**config.mk**
```make
export PLATFORM = sky130hd
export DESIGN_NAME = mem_responder_flat
export DESIGN_NICKNAME = d
export VERILOG_FILES = /design/src/rtl/mem_responder_pkg.sv /design/src/rtl/mem_responder_if.sv /design/src/rtl/mem_responder_mem_array.sv /design/src/rtl/mem_responder.sv /design/src/flat_wrapper.sv
export SDC_FILE = /design/constraint.sdc
export NUM_CORES = 1
export LEC_CHECK = 0
export CAP_MARGIN = 30
export CORE_MARGIN = 2
export CORE_UTILIZATION = 35
export CTS_BUF_LIST = sky130_fd_sc_hd__clkbuf_8 sky130_fd_sc_hd__clkbuf_16
export CTS_CLUSTER_SIZE = 8
export DETAILED_ROUTE_END_ITERATION = 8
export HOLD_SLACK_MARGIN = 0.02
export MAX_ROUTING_LAYER = met4
export PLACE_DENSITY = 0.5
export SYNTH_ARGS = -nofsm -noshare
export SYNTH_HDL_FRONTEND = slang
export SYNTH_SLANG_ARGS = --single-unit
export TNS_END_PERCENT = 5
```
**constraint.sdc**
```tcl
create_clock -name clk -period 5.3 [get_ports clk]
set_input_delay 1.59 -clock clk [delete_from_list [all_inputs] [get_ports clk]]
set_output_delay 1.59 -clock clk [all_outputs]
set_load 0.03 [all_outputs]
```
**src/rtl/mem_responder_pkg.sv**
```systemverilog
// Shared encodings for the memEN/RW/MFC memory handshake.
// The load/store control FSM imports the same definitions.
package mem_responder_pkg;

    typedef enum logic [1:0] {
        IDLE = 2'b00,
        WAIT = 2'b01,
        DONE = 2'b10
    } state_t;

    localparam logic RW_READ  = 1'b1;
    localparam logic RW_WRITE = 1'b0;

endpackage

```
**src/rtl/mem_responder_if.sv**
```systemverilog
// Memory request/response bus between the load/store controller (master)
// and the memory responder (slave).
interface mem_responder_if #(
    parameter int ADDR_W = 6,
    parameter int DATA_W = 16
);
    logic              memEN;
    logic              RW;
    logic [ADDR_W-1:0] addr;
    logic [DATA_W-1:0] wdata;
    logic [DATA_W-1:0] rdata;
    logic              MFC;
    logic              addr_err;

    modport master (
        output memEN, RW, addr, wdata,
        input  rdata, MFC, addr_err
    );

    modport slave (
        input  memEN, RW, addr, wdata,
        output rdata, MFC, addr_err
    );
endinterface

```
**src/rtl/mem_responder_mem_array.sv**
```systemverilog
// Single-port synchronous RAM, DEPTH x DATA_W, registered read.
// Out-of-range addresses never write and read back as zero.
module mem_array #(
    parameter int ADDR_W = 6,
    parameter int DATA_W = 16,
    parameter int DEPTH  = 64
) (
    input  logic              clk,
    input  logic              we,
    input  logic [ADDR_W-1:0] addr,
    input  logic [DATA_W-1:0] din,
    output logic [DATA_W-1:0] dout
);
    localparam logic [ADDR_W:0] DEPTH_L = (ADDR_W+1)'(DEPTH);

    logic [DATA_W-1:0] mem [DEPTH];
    logic              in_range;

    assign in_range = ({1'b0, addr} < DEPTH_L);

    always_ff @(posedge clk) begin
        if (we && in_range) begin
            mem[addr] <= din;
        end
        if (in_range) begin
            dout <= mem[addr];
        end else begin
            dout <= '0;
        end
    end
endmodule

```
**src/rtl/mem_responder.sv**
```systemverilog
// Memory-side responder: accepts a memEN request, waits LATENCY cycles,
// performs the word access and holds MFC until memEN is released.
module mem_responder
    import mem_responder_pkg::*;
#(
    parameter int ADDR_W  = 6,
    parameter int DATA_W  = 16,
    parameter int DEPTH   = 64,
    parameter int LATENCY = 2
) (
    input  logic           clk,
    input  logic           rst,
    mem_responder_if.slave bus
);
    localparam logic [3:0]      LAT_L   = 4'(LATENCY);
    localparam logic [ADDR_W:0] DEPTH_L = (ADDR_W+1)'(DEPTH);

    state_t            state, state_n;
    logic [3:0]        cnt, cnt_n;
    logic              req_rw, req_rw_n;
    logic [ADDR_W-1:0] req_addr, req_addr_n;
    logic [DATA_W-1:0] req_wdata, req_wdata_n;
    logic [DATA_W-1:0] rdata_q, rdata_n;
    logic              mfc_q, mfc_n;
    logic              err_q, err_n;

    logic              mem_we;
    logic [ADDR_W-1:0] mem_addr;
    logic [DATA_W-1:0] mem_dout;
    logic              req_in_range;

    // The RAM reads continuously: the live address while idle, the latched one
    // afterwards, so mem_dout already holds the word on the completion edge.
    assign mem_addr     = (state == IDLE) ? bus.addr : req_addr;
    assign req_in_range = ({1'b0, req_addr} < DEPTH_L);

    mem_array #(
        .ADDR_W (ADDR_W),
        .DATA_W (DATA_W),
        .DEPTH  (DEPTH)
    ) u_mem (
        .clk  (clk),
        .we   (mem_we),
        .addr (mem_addr),
        .din  (req_wdata),
        .dout (mem_dout)
    );

    always_ff @(posedge clk) begin
        if (rst) begin
            state     <= IDLE;
            cnt       <= '0;
            req_rw    <= RW_READ;
            req_addr  <= '0;
            req_wdata <= '0;
            rdata_q   <= '0;
            mfc_q     <= 1'b0;
            err_q     <= 1'b0;
        end else begin
            state     <= state_n;
            cnt       <= cnt_n;
            req_rw    <= req_rw_n;
            req_addr  <= req_addr_n;
            req_wdata <= req_wdata_n;
            rdata_q   <= rdata_n;
            mfc_q     <= mfc_n;
            err_q     <= err_n;
        end
    end

    always_comb begin
        state_n     = state;
        cnt_n       = cnt;
        req_rw_n    = req_rw;
        req_addr_n  = req_addr;
        req_wdata_n = req_wdata;
        rdata_n     = rdata_q;
        mfc_n       = mfc_q;
        err_n       = err_q;
        mem_we      = 1'b0;

        case (state)
            IDLE: begin
                if (bus.memEN) begin
                    req_rw_n    = bus.RW;
                    req_addr_n  = bus.addr;
                    req_wdata_n = bus.wdata;
                    cnt_n       = LAT_L;
                    state_n     = WAIT;
                end
            end
            WAIT: begin
                if (!bus.memEN) begin
                    state_n = IDLE;
                end else if (cnt != '0) begin
                    cnt_n = cnt - 4'd1;
                end else begin
                    state_n = DONE;
                    mfc_n   = 1'b1;
                    if (!req_in_range) begin
                        err_n = 1'b1;
                        if (req_rw == RW_READ) begin
                            rdata_n = '0;
                        end
                    end else if (req_rw == RW_READ) begin
                        rdata_n = mem_dout;
                    end else begin
                        mem_we = 1'b1;
                    end
                end
            end
            DONE: begin
                if (!bus.memEN) begin
                    mfc_n   = 1'b0;
                    err_n   = 1'b0;
                    state_n = IDLE;
                end
            end
            default: begin
                state_n = IDLE;
            end
        endcase
    end

    assign bus.rdata    = rdata_q;
    assign bus.MFC      = mfc_q;
    assign bus.addr_err = err_q;
endmodule

```
**src/flat_wrapper.sv**
```systemverilog
// flat-port wrapper written by rule: the top's interface ports become plain ports
module mem_responder_flat import mem_responder_pkg::*;
#(
    parameter int ADDR_W  = 6,
    parameter int DATA_W  = 16,
    parameter int DEPTH   = 64,
    parameter int LATENCY = 2
)
  (clk, rst, bus_memEN, bus_RW, bus_addr, bus_wdata, bus_rdata, bus_MFC, bus_addr_err);
  mem_responder_if #(.ADDR_W(ADDR_W), .DATA_W(DATA_W)) bus_i ();
  input  logic clk;
  input  logic rst;
  input wire logic [$bits(bus_i.memEN)-1:0] bus_memEN;
  input wire logic [$bits(bus_i.RW)-1:0] bus_RW;
  input wire logic [$bits(bus_i.addr)-1:0] bus_addr;
  input wire logic [$bits(bus_i.wdata)-1:0] bus_wdata;
  output wire logic [$bits(bus_i.rdata)-1:0] bus_rdata;
  output wire logic [$bits(bus_i.MFC)-1:0] bus_MFC;
  output wire logic [$bits(bus_i.addr_err)-1:0] bus_addr_err;
  assign bus_i.memEN = bus_memEN;
  assign bus_i.RW = bus_RW;
  assign bus_i.addr = bus_addr;
  assign bus_i.wdata = bus_wdata;
  assign bus_rdata = bus_i.rdata;
  assign bus_MFC = bus_i.MFC;
  assign bus_addr_err = bus_i.addr_err;
  mem_responder #(.ADDR_W(ADDR_W), .DATA_W(DATA_W), .DEPTH(DEPTH), .LATENCY(LATENCY)) u_core (.clk(clk), .rst(rst), .bus(bus_i));
endmodule
```
==> impl_results.md <==
* Antenna violations before repair at 6
* First-pass GRT wire length at 191 mm
* DRT iter0 DRCs at 3175
* Post-synthesis register bit count at 1086
* Max VDD drop at 0.248 mV
* # IOs at 44
* Starting Density at 35.3%
* CTS tree: built
* Grt ovf at 0
* Cells after DPL at 4202
* CP top delay family: simple AND/OR/NAND/NOR gates
* Multi-input gate area in the final layout at 8320 sq um
* Pins Over Slew Limit at 0
* Critical path required time at 5980 ps
* IO Port Bufs at 42
* Startpoint Class: input pin
* DR DRC count at 0
* Post-route cell area at 49300 sq um
* Vias in the first global route at 24904
* Cell Area, Placed at 44800 sq um
* Layout fillers at 10345
* FP Rows at 125
* CTS Buffer Depth at 3
* Max-cap violations at 0
* GPL Wtd Cong at 0.881
* Total track usage at 23.2%
* Router iterations before antenna repair at 8
* Status: complete, no violations
* Final Skew at 36.3 ps
* Commonest cells post-synth: edfxtp_1, a22oi_1, nand2_1, o21ai_0, nor2_1
* Post-CTS Resized at 0
* Largest net degree at the start of global routing at 66
* Ys flop type: edfxtp_1
* Clock Latency Late Sink at 770 ps
* Setup Fix Bufs, Post-CTS at 0
* Power Density at 400 nW/um^2
* Lkg Pwr at 17.1 nW
* CP bufs+invs at 4
* Ys Warns at 0
* Die area at 120000 sq um
* CP most frequent cell: buf_4
* Cell-by-cell trace of the critical path: clkdlybuf4s50_1 > buf_4 > or3b_1 > nor2_2 > buf_4 > o21ai_0 > nand4_1 > nor3_1 > o21ai_0 > buf_4 > or4b_1
* Slowest cell on the critical path: nor2_2
* Final setup TNS at 0 ps
* Async SR Flop Fraction at 0%
* Crit path largest cell delay at 830 ps
* Setup CP Type: in2reg
* Detail Placement HPWL at 84.3 mm
* Unrepaired setup endpoints after global routing: no
* Die Height at 346 um
* Final worst slack at 636 ps
* Relative slew slack at 26.8%
* Number of setup violations in the final report at 0
* Area leader, netlist: edfxtp_1
* Syn Area/Cell at 16.0 sq um
* Layout cells sized above 1 at 16.0%
* Pre-CTS WS at -49.5 ps
* Post-Syn Area at 41000 sq um
* WP data arrival at 5350 ps
* H-tree levels at 4
* Count leader, synth: edfxtp_1
* Vias at 25486
* Layout Cells excl Fill at 4469
* DIE WIDTH at 346 um
* Core Box Area at 116000 sq um
* Syn Nets at 2583
* Top area cells in the synthesized netlist: edfxtp_1, a22oi_1, dfxtp_1
* Reg area at 32000 sq um
* CTS root buf: clkbuf_16
* Avg WL per Cell at 30.8 um
* Fin crit period at 4660 ps
* Post-Synthesis Cells at 2556
* Post-synth EDFFs at 1024
* Max frequency at 0.214 GHz
* Reg clk slew, reported paths at 50 ps
* Final Routed Wirelength at 138 mm
* Hold_buf cts at 0
* CTS Buf Count at 153
* Synth cell types at 69
* Worst-path maximum fanout at 16
* Sequential fraction of the synthesis area at 78.0%
* Worst Setup End Kind: register
* Share of the synthesized area in the top cell type at 75.0%
* Final Hold Fails at 0
* CTS sink cnt at 1086
* Syn-to-layout area delta at 20.2%
* Nets@finish at 2861
* Post-route ant nets at 0
* Hold Crit Class: reg2reg
* Worst Max-Slew Pin Slew at 1100 ps
* DR vias/cell at 5.70
* Fin crit share at 88.0%
[cell usage in the layout, fill, tap and decap left out, drive strengths merged, types with 3 or more instances in the layout]
master / synthesis / layout
o211ai: 4 / 4
and3: 17 / 17
a21oi: 39 / 39
a31oi: 68 / 68
nand2: 221 / 221
o21bai: 3 / 3
or4b: 5 / 5
o22a: 36 / 36
a22o: 5 / 5
o31ai: 4 / 4
edfxtp: 1024 / 1024
nor3: 13 / 13
a22oi: 222 / 222
nand3: 57 / 57
nand4b: 4 / 4
a2111oi: 5 / 5
nor2: 115 / 115
and2: 4 / 4
nand3b: 6 / 6
mux2i: 108 / 108
nand2b: 6 / 6
clkbuf: 69 / 153
o22ai: 11 / 11
nand4: 41 / 41
inv: 3 / 101
clkinv: 0 / 12
mux2: 19 / 19
or2: 5 / 5
buf: 85 / 236
o21a: 11 / 11
dfxtp: 62 / 62
a221oi: 10 / 10
a222oi: 25 / 25
o21ai: 214 / 214
diode: 0 / 3
nor4: 10 / 10
clkdlybuf4s50: 0 / 41
[kinds of logic after synthesis]
kind of cell | after synthesis | synth area share, %
XOR/XNOR | 3 | 0.0641
adder cells (fa/ha/maj) | 1 | 0.0305
flip-flops | 1086 | 78.0
AND/OR/NAND/NOR | 513 | 5.75
AO/OA/AOI/OAI | 668 | 10.9
other | 1 | 0.00914
buffers and inverters | 157 | 2.01
multiplexers | 127 | 3.18
[worst min-delay path: cells and delay by family, from the launching register on]
family           cells  cell delay (ps)
AO/OA/AOI/OAI        1               50
flip-flops           1              320
AND/OR/NAND/NOR      1               60
[final cells by class]
type                            instances  area share, %
Sequential cell                      1086           65.0
Multi-Input combinational cell       1313           16.9
Clock buffer                          153           7.77
Timing Repair Buffer                  277           5.12
Tap cell                             1524           3.87
Clock inverter                        110           1.35
Inverter                                3         0.0229
Antenna cell                            3         0.0152
[layer usage]
layer / GRT usage, % / wire [um]
met5: - / 0
met4: 8.64 / 4950
met3: 5.46 / 11300
met2: 35.9 / 64600
met1: 29.8 / 56900
[registers in the layout, summed over array words and instances, names as in the netlist]
| name | cells |
|---|---|
| u_core.u_mem.mem | 1024 |
| u_core.bus.rdata | 16 |
| u_core.req_wdata | 16 |
| u_core.u_mem.dout | 16 |
| u_core.req_addr | 6 |
| u_core.cnt | 4 |
| u_core.state | 2 |
| u_core.bus.MFC | 1 |
| u_core.req_rw | 1 |
[report_power, final]
group	total (mW)	switching [mW]	internal (mW)
logic	1.23	0.861	0.368
registers	9.56	0.0890	9.47
clock network	8.93	3.71	5.22
[through the flow]
stage               hold WS, ps  util [%]  total power [mW]
floorplan                   437         -              10.3
global placement            460      38.5              10.9
detailed placement          470      38.5              10.9
CTS                         480      42.4              19.8
global route                502      42.4              20.2
finish                      478      42.4              19.7
[path summary, 6_finish.rpt]
path,from,endpoint,slack (ps),cells after the start
setup reg to reg,u_core.state[0],u_core.u_mem.dout[1],1180,9
hold / removal,u_core.req_addr[3],u_core.req_addr[3],480,2
hold reg to reg,u_core.req_addr[3],u_core.req_addr[3],480,2
setup / recovery,bus_addr[1],u_core.u_mem.dout[1],640,11
(Power assumes the default switching activity.)
